<file path="config.mk">
export PLATFORM = sky130hd
export DESIGN_NAME = headdrop_scheduler
export DESIGN_NICKNAME = d
export VERILOG_FILES = /design/src/rtl/headdrop_scheduler.sv
export SDC_FILE = /design/constraint.sdc
export NUM_CORES = 1
export LEC_CHECK = 0
export BUFFER_PORTS_ARGS = -buffer_cell sky130_fd_sc_hd__buf_2
export CAP_MARGIN = 20
export CORE_MARGIN = 2
export CORE_UTILIZATION = 40
export DETAILED_ROUTE_END_ITERATION = 8
export GPL_TIMING_DRIVEN = 0
export SLEW_MARGIN = 20
export SYNTH_ARGS = -nofsm -noshare
export SYNTH_HDL_FRONTEND = slang
export SYNTH_SLANG_ARGS = --single-unit
</file>
<file path="constraint.sdc">
create_clock -name clk -period 4.88 [get_ports clk]
set_input_delay 0.244 -clock clk [delete_from_list [all_inputs] [get_ports clk]]
set_output_delay 0.244 -clock clk [all_outputs]
set_load 0.005 [all_outputs]
</file>
<file path="src/rtl/headdrop_scheduler.sv">
// Head-drop controller for the four-port shared buffer.
// Picks an over-threshold, non-empty port in round-robin order, asks the
// queue manager to drop that port's head packet, and reports the drop
// back to the statistics block. New work starts only while the dequeue
// path is idle.
module headdrop_scheduler #(
    parameter int ACK_TIMEOUT = 16,
    parameter int HOLDOFF     = 2
) (
    input  logic        clk,
    input  logic        rst,
    input  logic        enable,
    input  logic [3:0]  bitmap_dt,
    input  logic [3:0]  port_nonempty,
    input  logic        deq_busy,
    output logic        hd_req,
    output logic [3:0]  hd_port,
    input  logic        hd_ack,
    input  logic [10:0] hd_len,
    output logic        headdrop_out,
    output logic [3:0]  headdrop_out_port,
    output logic [10:0] headdrop_pkt_len_out,
    output logic [15:0] drop_count,
    output logic        timeout_err,
    output logic        busy
);

    typedef enum logic [1:0] {
        IDLE   = 2'd0,
        REQ    = 2'd1,
        REPORT = 2'd2,
        HOLD   = 2'd3
    } state_t;

    state_t      state;
    state_t      state_nx;

    logic [3:0]  cand;
    logic [1:0]  grant_port;
    logic [1:0]  rr_ptr;
    logic [1:0]  req_port;
    logic [1:0]  rep_port;
    logic [10:0] rep_len;
    logic [7:0]  wait_cnt;
    logic [3:0]  hold_cnt;
    logic [15:0] drop_cnt;
    logic        timeout_flag;

    logic        start_grant;
    logic        ack_len_nz;
    logic        wait_expired;
    logic        hold_done;

    // First candidate at or after ptr, wrapping modulo 4; lowest offset wins.
    function automatic logic [1:0] rr_pick(input logic [3:0] c, input logic [1:0] ptr);
        logic [1:0] idx;
        rr_pick = ptr;
        for (int k = 3; k >= 0; k--) begin
            idx = ptr + 2'(k);
            if (c[idx]) begin
                rr_pick = idx;
            end
        end
    endfunction

    // Increment that sticks at all-ones instead of wrapping.
    function automatic logic [15:0] sat_inc16(input logic [15:0] v);
        if (v == 16'hFFFF) begin
            sat_inc16 = v;
        end else begin
            sat_inc16 = v + 16'd1;
        end
    endfunction

    assign cand         = ~bitmap_dt & port_nonempty;
    assign grant_port   = rr_pick(cand, rr_ptr);
    assign start_grant  = (state == IDLE) && enable && !deq_busy && (cand != 4'b0000);
    assign ack_len_nz   = (hd_len != 11'd0);
    assign wait_expired = (wait_cnt == 8'(ACK_TIMEOUT - 1));
    assign hold_done    = (hold_cnt == 4'(HOLDOFF - 1));

    // Next-state decode; ack beats a timeout landing in the same cycle.
    always_comb begin
        state_nx = state;
        case (state)
            IDLE: begin
                if (start_grant) begin
                    state_nx = REQ;
                end
            end
            REQ: begin
                if (hd_ack) begin
                    state_nx = ack_len_nz ? REPORT : HOLD;
                end else if (wait_expired) begin
                    state_nx = HOLD;
                end
            end
            REPORT: begin
                state_nx = HOLD;
            end
            HOLD: begin
                if (hold_done) begin
                    state_nx = IDLE;
                end
            end
            default: begin
                state_nx = IDLE;
            end
        endcase
    end

    // State register.
    always_ff @(posedge clk or posedge rst) begin
        if (rst) begin
            state <= IDLE;
        end else begin
            state <= state_nx;
        end
    end

    // Grant bookkeeping: round-robin pointer and the port held during REQ.
    always_ff @(posedge clk or posedge rst) begin
        if (rst) begin
            rr_ptr   <= 2'd0;
            req_port <= 2'd0;
        end else if (start_grant) begin
            rr_ptr   <= grant_port + 2'd1;
            req_port <= grant_port;
        end
    end

    // Ack wait counter: cleared on grant, advances every REQ cycle without ack.
    always_ff @(posedge clk or posedge rst) begin
        if (rst) begin
            wait_cnt <= 8'd0;
        end else if (start_grant) begin
            wait_cnt <= 8'd0;
        end else if ((state == REQ) && !hd_ack) begin
            wait_cnt <= wait_cnt + 8'd1;
        end
    end

    // Holdoff counter: runs only in HOLD so each visit starts from zero.
    always_ff @(posedge clk or posedge rst) begin
        if (rst) begin
            hold_cnt <= 4'd0;
        end else if (state == HOLD) begin
            hold_cnt <= hold_cnt + 4'd1;
        end else begin
            hold_cnt <= 4'd0;
        end
    end

    // Capture port and length of a real drop for the report pulse.
    always_ff @(posedge clk or posedge rst) begin
        if (rst) begin
            rep_port <= 2'd0;
            rep_len  <= 11'd0;
        end else if ((state == REQ) && hd_ack && ack_len_nz) begin
            rep_port <= req_port;
            rep_len  <= hd_len;
        end
    end

    // Drop counter advances once per REPORT visit.
    always_ff @(posedge clk or posedge rst) begin
        if (rst) begin
            drop_cnt <= 16'd0;
        end else if (state == REPORT) begin
            drop_cnt <= sat_inc16(drop_cnt);
        end
    end

    // Sticky timeout flag; only reset clears it.
    always_ff @(posedge clk or posedge rst) begin
        if (rst) begin
            timeout_flag <= 1'b0;
        end else if ((state == REQ) && !hd_ack && wait_expired) begin
            timeout_flag <= 1'b1;
        end
    end

    // Outputs decode straight from registers; no input reaches an output.
    assign hd_req               = (state == REQ);
    assign hd_port              = {2'b00, req_port};
    assign headdrop_out         = (state == REPORT);
    assign headdrop_out_port    = {2'b00, rep_port};
    assign headdrop_pkt_len_out = rep_len;
    assign drop_count           = drop_cnt;
    assign timeout_err          = timeout_flag;
    assign busy                 = (state != IDLE);

endmodule

</file>
# After elaboration in Yosys (flattened, before gate mapping)
# Index checks and enable logic that the tools add are counted.
# W data, S select, Z words.
[classes]
n_addsub = 7
order_cmp = 4
eq_ne = 9
n_mux = 21
bitwise_logic = 3
reduce_logical = 16
[op_table]
columns = ["operator", "count"]
rows = [
  ["$add A16 B1 Y16 const B", 1],
  ["$eq A16 B16 Y1 const B", 1],
  ["$mux W2", 8],
  ["$mux W8", 2],
  ["$lt A2 B3 Y1 const B", 4],
  ["$reduce_bool A11 Y1", 1],
  ["$add A8 B1 Y8 const B", 1],
  ["$bmux W1 S2", 4],
  ["$eq A8 B4 Y1 const B", 1],
  ["$pmux W2 S4", 1],
  ["$logic_and A1 B1 Y1", 7],
  ["$mux W1", 5],
  ["$add A2 B1 Y2 const B", 2],
  ["$add A2 B2 Y2 const B", 2],
  ["$add A4 B1 Y4 const B", 1],
  ["$and A4 B4 Y4", 1],
  ["$eq A2 B2 Y1 const B", 2],
  ["$eq A4 B1 Y1 const B", 1],
  ["$mux W4", 1],
  ["$ne A2 B2 Y1 const B", 2],
  ["$not A4 Y4", 1],
  ["$reduce_bool A2 Y1", 2],
  ["$reduce_bool A4 Y1", 1],
  ["$ne A3 B1 Y1 const B", 1],
  ["6 further kinds", 7],
]
[totals]
reg_bits = 48
out_inout_bits = 39
word_cells = 69

# Depth between registers and ports, before layout
[logic_depth]
ltp_word = 9
mapped_depth = 8
ltp_nobuf = 8

# Least setup slack after synthesis
# OpenSTA, ideal clock, no wires.
[synth_timing]
path_kind = "register to register"
start = "register wait_cnt[0]"
end = "register state[0]"
setup_ps = 87
arrival_ps = 1731
required_time_ps = 4793
slack_ps = 3062
path_stages_with_launch = 7
n_path_buf = 0
period_less_slack_ps = 1818
path_cell_list = "dfrtp_1 > ha_1 > nand4b_1 > or4_1 > a222oi_1 > o21ai_1 > a22oi_1"
[synth_between]
elab_chain_len = 3
[synth_lines]
columns = ["element", "line_no", "text"]
rows = [
  ["from (decl)", "44", "logic [7:0] wait_cnt;"],
  ["from (signal assigned)", "139", "wait_cnt <= wait_cnt + 8'd1;"],
  ["$eq A8 B4 Y1", "79", "assign wait_expired = (wait_cnt == 8'(ACK_TIMEOUT - 1));"],
  ["$ne A3 B1 Y1 (no source line)", "-", ""],
  ["$reduce_and A3 Y1 (no source line)", "-", ""],
  ["to (signal assigned)", "117", "state <= state_nx;"],
  ["to (decl)", "35", "state_t state;"],
]
# No other way between the ends.
# A chain may end at the register's enable or synchronous reset.

# Final worst setup path
# Ends and elaborated chain as after synthesis.

==> metrics <==
CP cell instances ha_1, nand4b_1, or4_1, a222oi_1, o21ai_1, a22oi_1; fin. max-slew vios 0; Initial Utilization a little over two fifths; Setup crit end kind flop; WL final about 4500 um; flop2flop setup slack between 2 and 3 ns; GR Overflow Total 0; Placer Congestion ~0.75; boundary pin count 63; Worst Path Required between 5 and 6 ns; Num Clock Sinks 48; H-Tree Level Count 2; highest-count cells in the layout ignoring fill and taps buf_2, dfrtp_1, nand2_1; crit path time final 2.08 ns; Crit Path Max Fanout 4; clock buffer depth 2; via/cell ratio around 4.9; Worst path max stage delay around 0.52 ns; via count 1737; die height between 80 and 90 um; nets ~320; CTS buffer count 5; fin util 51.5%; max frequency ~480 MHz; final clock skew around 0.0084 ns; clock transition at the registers of the reported paths about 0.08 ns; delay-heaviest family, CP compound AO/OA/AOI/OAI gates; top cell type's share of synthesized area between 50% and 60%; Mean Syn Cell Area roughly 11 um2; I/O Buffers between 50 and 60; die area 6470 um2; DRT iter0 DRCs 89; CP max stage cell a222oi_1; CTS tree yes; worst hold path class in2reg; RSZ-0062 raised after global routing false; synth warn 0; WP buf/inv 0; filler instances ~540; fin crit share 42.7%; maxcap violations 0; Seq/Total Area, Yosys around 51%; outcome finished, final reports clean; asr flop ratio synth between 90% and 100%; #FFs+latches synth 48; Hold Vio Cnt, Final 0; initial antenna violation count 0; die outline width slightly above 80 um; Core Region 5570 um2; maximum VDD drop roughly 0.00028 V; post-synth top area cell dfrtp_1; cell count after synthesis ~210; Slew HR 65.4%; Skew-Pair Late Insertion Delay 0.30 ns; antenna-violating nets left 0; iteration count of the initial detailed-routing pass 4; Setup Buffers After CTS 0; Setup TNS Final 0 ns; largest net degree at the start of global routing 34; crit path DAT about 2.3 ns; Avg WL per Cell ~13 um; Post-synth EDFFs 0; Area growth syn-to-layout 22.8%; Yosys cell types 41; DP Wirelength approximately 3500 um; pwr dens 470 nW/um2; Synth area leaders dfrtp_1, mux2_2, xnor2_1; vias in the first global route approximately 1700; commonest non-fill, non-tap cell in the layout buf_2; diode count 0; slew of the pin with the lowest slew margin approximately 0.51 ns; Crit Path Class reg2reg; GRT Util Overall between 10% and 20%; first-pass GRT wire length roughly 7600 um; final setup fails 0; layout cells sized above 1 ~34%; Synth Flop Type dfrtp_1; Root Buffer clkbuf_8; Leak Pwr 0.00143 uW; num rows 27; Netlist Area Pre-Place 2340 um2; crit start category flop; # DRC 0
## Yosys cell counts, types with 2 or more instances
master / number
and4_1: 2
xnor2_1: 14
nand3_1: 10
and2_1: 2
o21ai_0: 4
dfrtp_1: 48
nor4_1: 2
a31oi_1: 2
nand2_1: 18
and2b_2: 5
a22oi_1: 2
nand4_1: 5
and3_1: 4
o41ai_1: 2
xor2_1: 10
nand2b_1: 2
inv_1: 10
mux2_2: 15
nor2b_1: 2
ha_1: 9
a211oi_1: 2
nor2_1: 17
buf_4: 5
a21oi_1: 4
## per-stage QoR
stage / instance area, um2 / setup WS, ns / hold WS, ns / power (uW) / cells
global route: 2870 / 2.61 / 0.172 / 1460 / 356
floorplan: 2350 / 3.06 / 0.340 / 905 / 216
detailed placement: 2750 / 2.62 / 0.245 / 1090 / 347
finish: 2870 / 2.80 / 0.179 / 1350 / 356
global placement: 2730 / 2.61 / 0.453 / 1070 / 346
CTS: 2870 / 2.77 / 0.172 / 1370 / 356
## where the power goes
group          leakage, uW  internal, uW  switching, uW
Sequential        0.000610           520           91.9
Combinational     0.000761           242            214
Clock            0.0000541           152            130
## worst paths after layout
path	endpoint	from	depth (start not counted)
max	state[0]	wait_cnt[0]	6
min	timeout_err	hd_ack	2
max reg2reg	state[0]	wait_cnt[0]	6
min reg2reg	timeout_err	timeout_err	2
max in group asynchronous	req_port[0]	rst	4
min in group asynchronous	drop_count[6]	rst	3
## what timing repair did
action | CTS | global route
endpoints found under the hold margin | 15 | 0
hold buffers | 1 | 0
resized for setup | 0 | 0
## routing by layer
layer	vias up	global-route usage, %	routed length [um]
li1	867	-	-
met1	817	19.9	2160
met2	46	24.0	2030
met3	7	3.48	255
met4	0	4.58	53
met5	-	0	0
## kinds of logic (layout without fill, tap and decap cells)
logic type / after synthesis / in the layout / share of synthesized area [%]
AOI/OAI and AO/OA: 22 / 22 / 6.32
DFF: 48 / 48 / 51.4
xor gates and xnor gates: 24 / 24 / 9.00
buffers and inverters: 17 / 85 / 3.59
and+or+nand+nor: 76 / 76 / 17.0
muxes: 16 / 16 / 7.66
adders and majority gates: 9 / 9 / 4.82
other: 1 / 4 / 0.161
## registers in the layout, indices dropped and copies added (netlist names)
name,cells
drop_count,16
headdrop_pkt_len_out,11
wait_cnt,8
hold_cnt,4
rep_port,2
req_port,2
rr_ptr,2
state,2
timeout_err,1
## area by class of cell
class / instances / area (um2) / area share [%]
buffer: 7 / 46.3 / 1.61
clock buffer: 5 / 68.8 / 2.40
clock inverter: 3 / 42.5 / 1.48
inverter: 10 / 37.5 / 1.31
multi-input combinational: 151 / 1060 / 37.0
sequential: 48 / 1200 / 41.9
tap: 72 / 90.1 / 3.14
timing repair buffer: 60 / 320 / 11.2
Power figures use the tool's default switching activity.
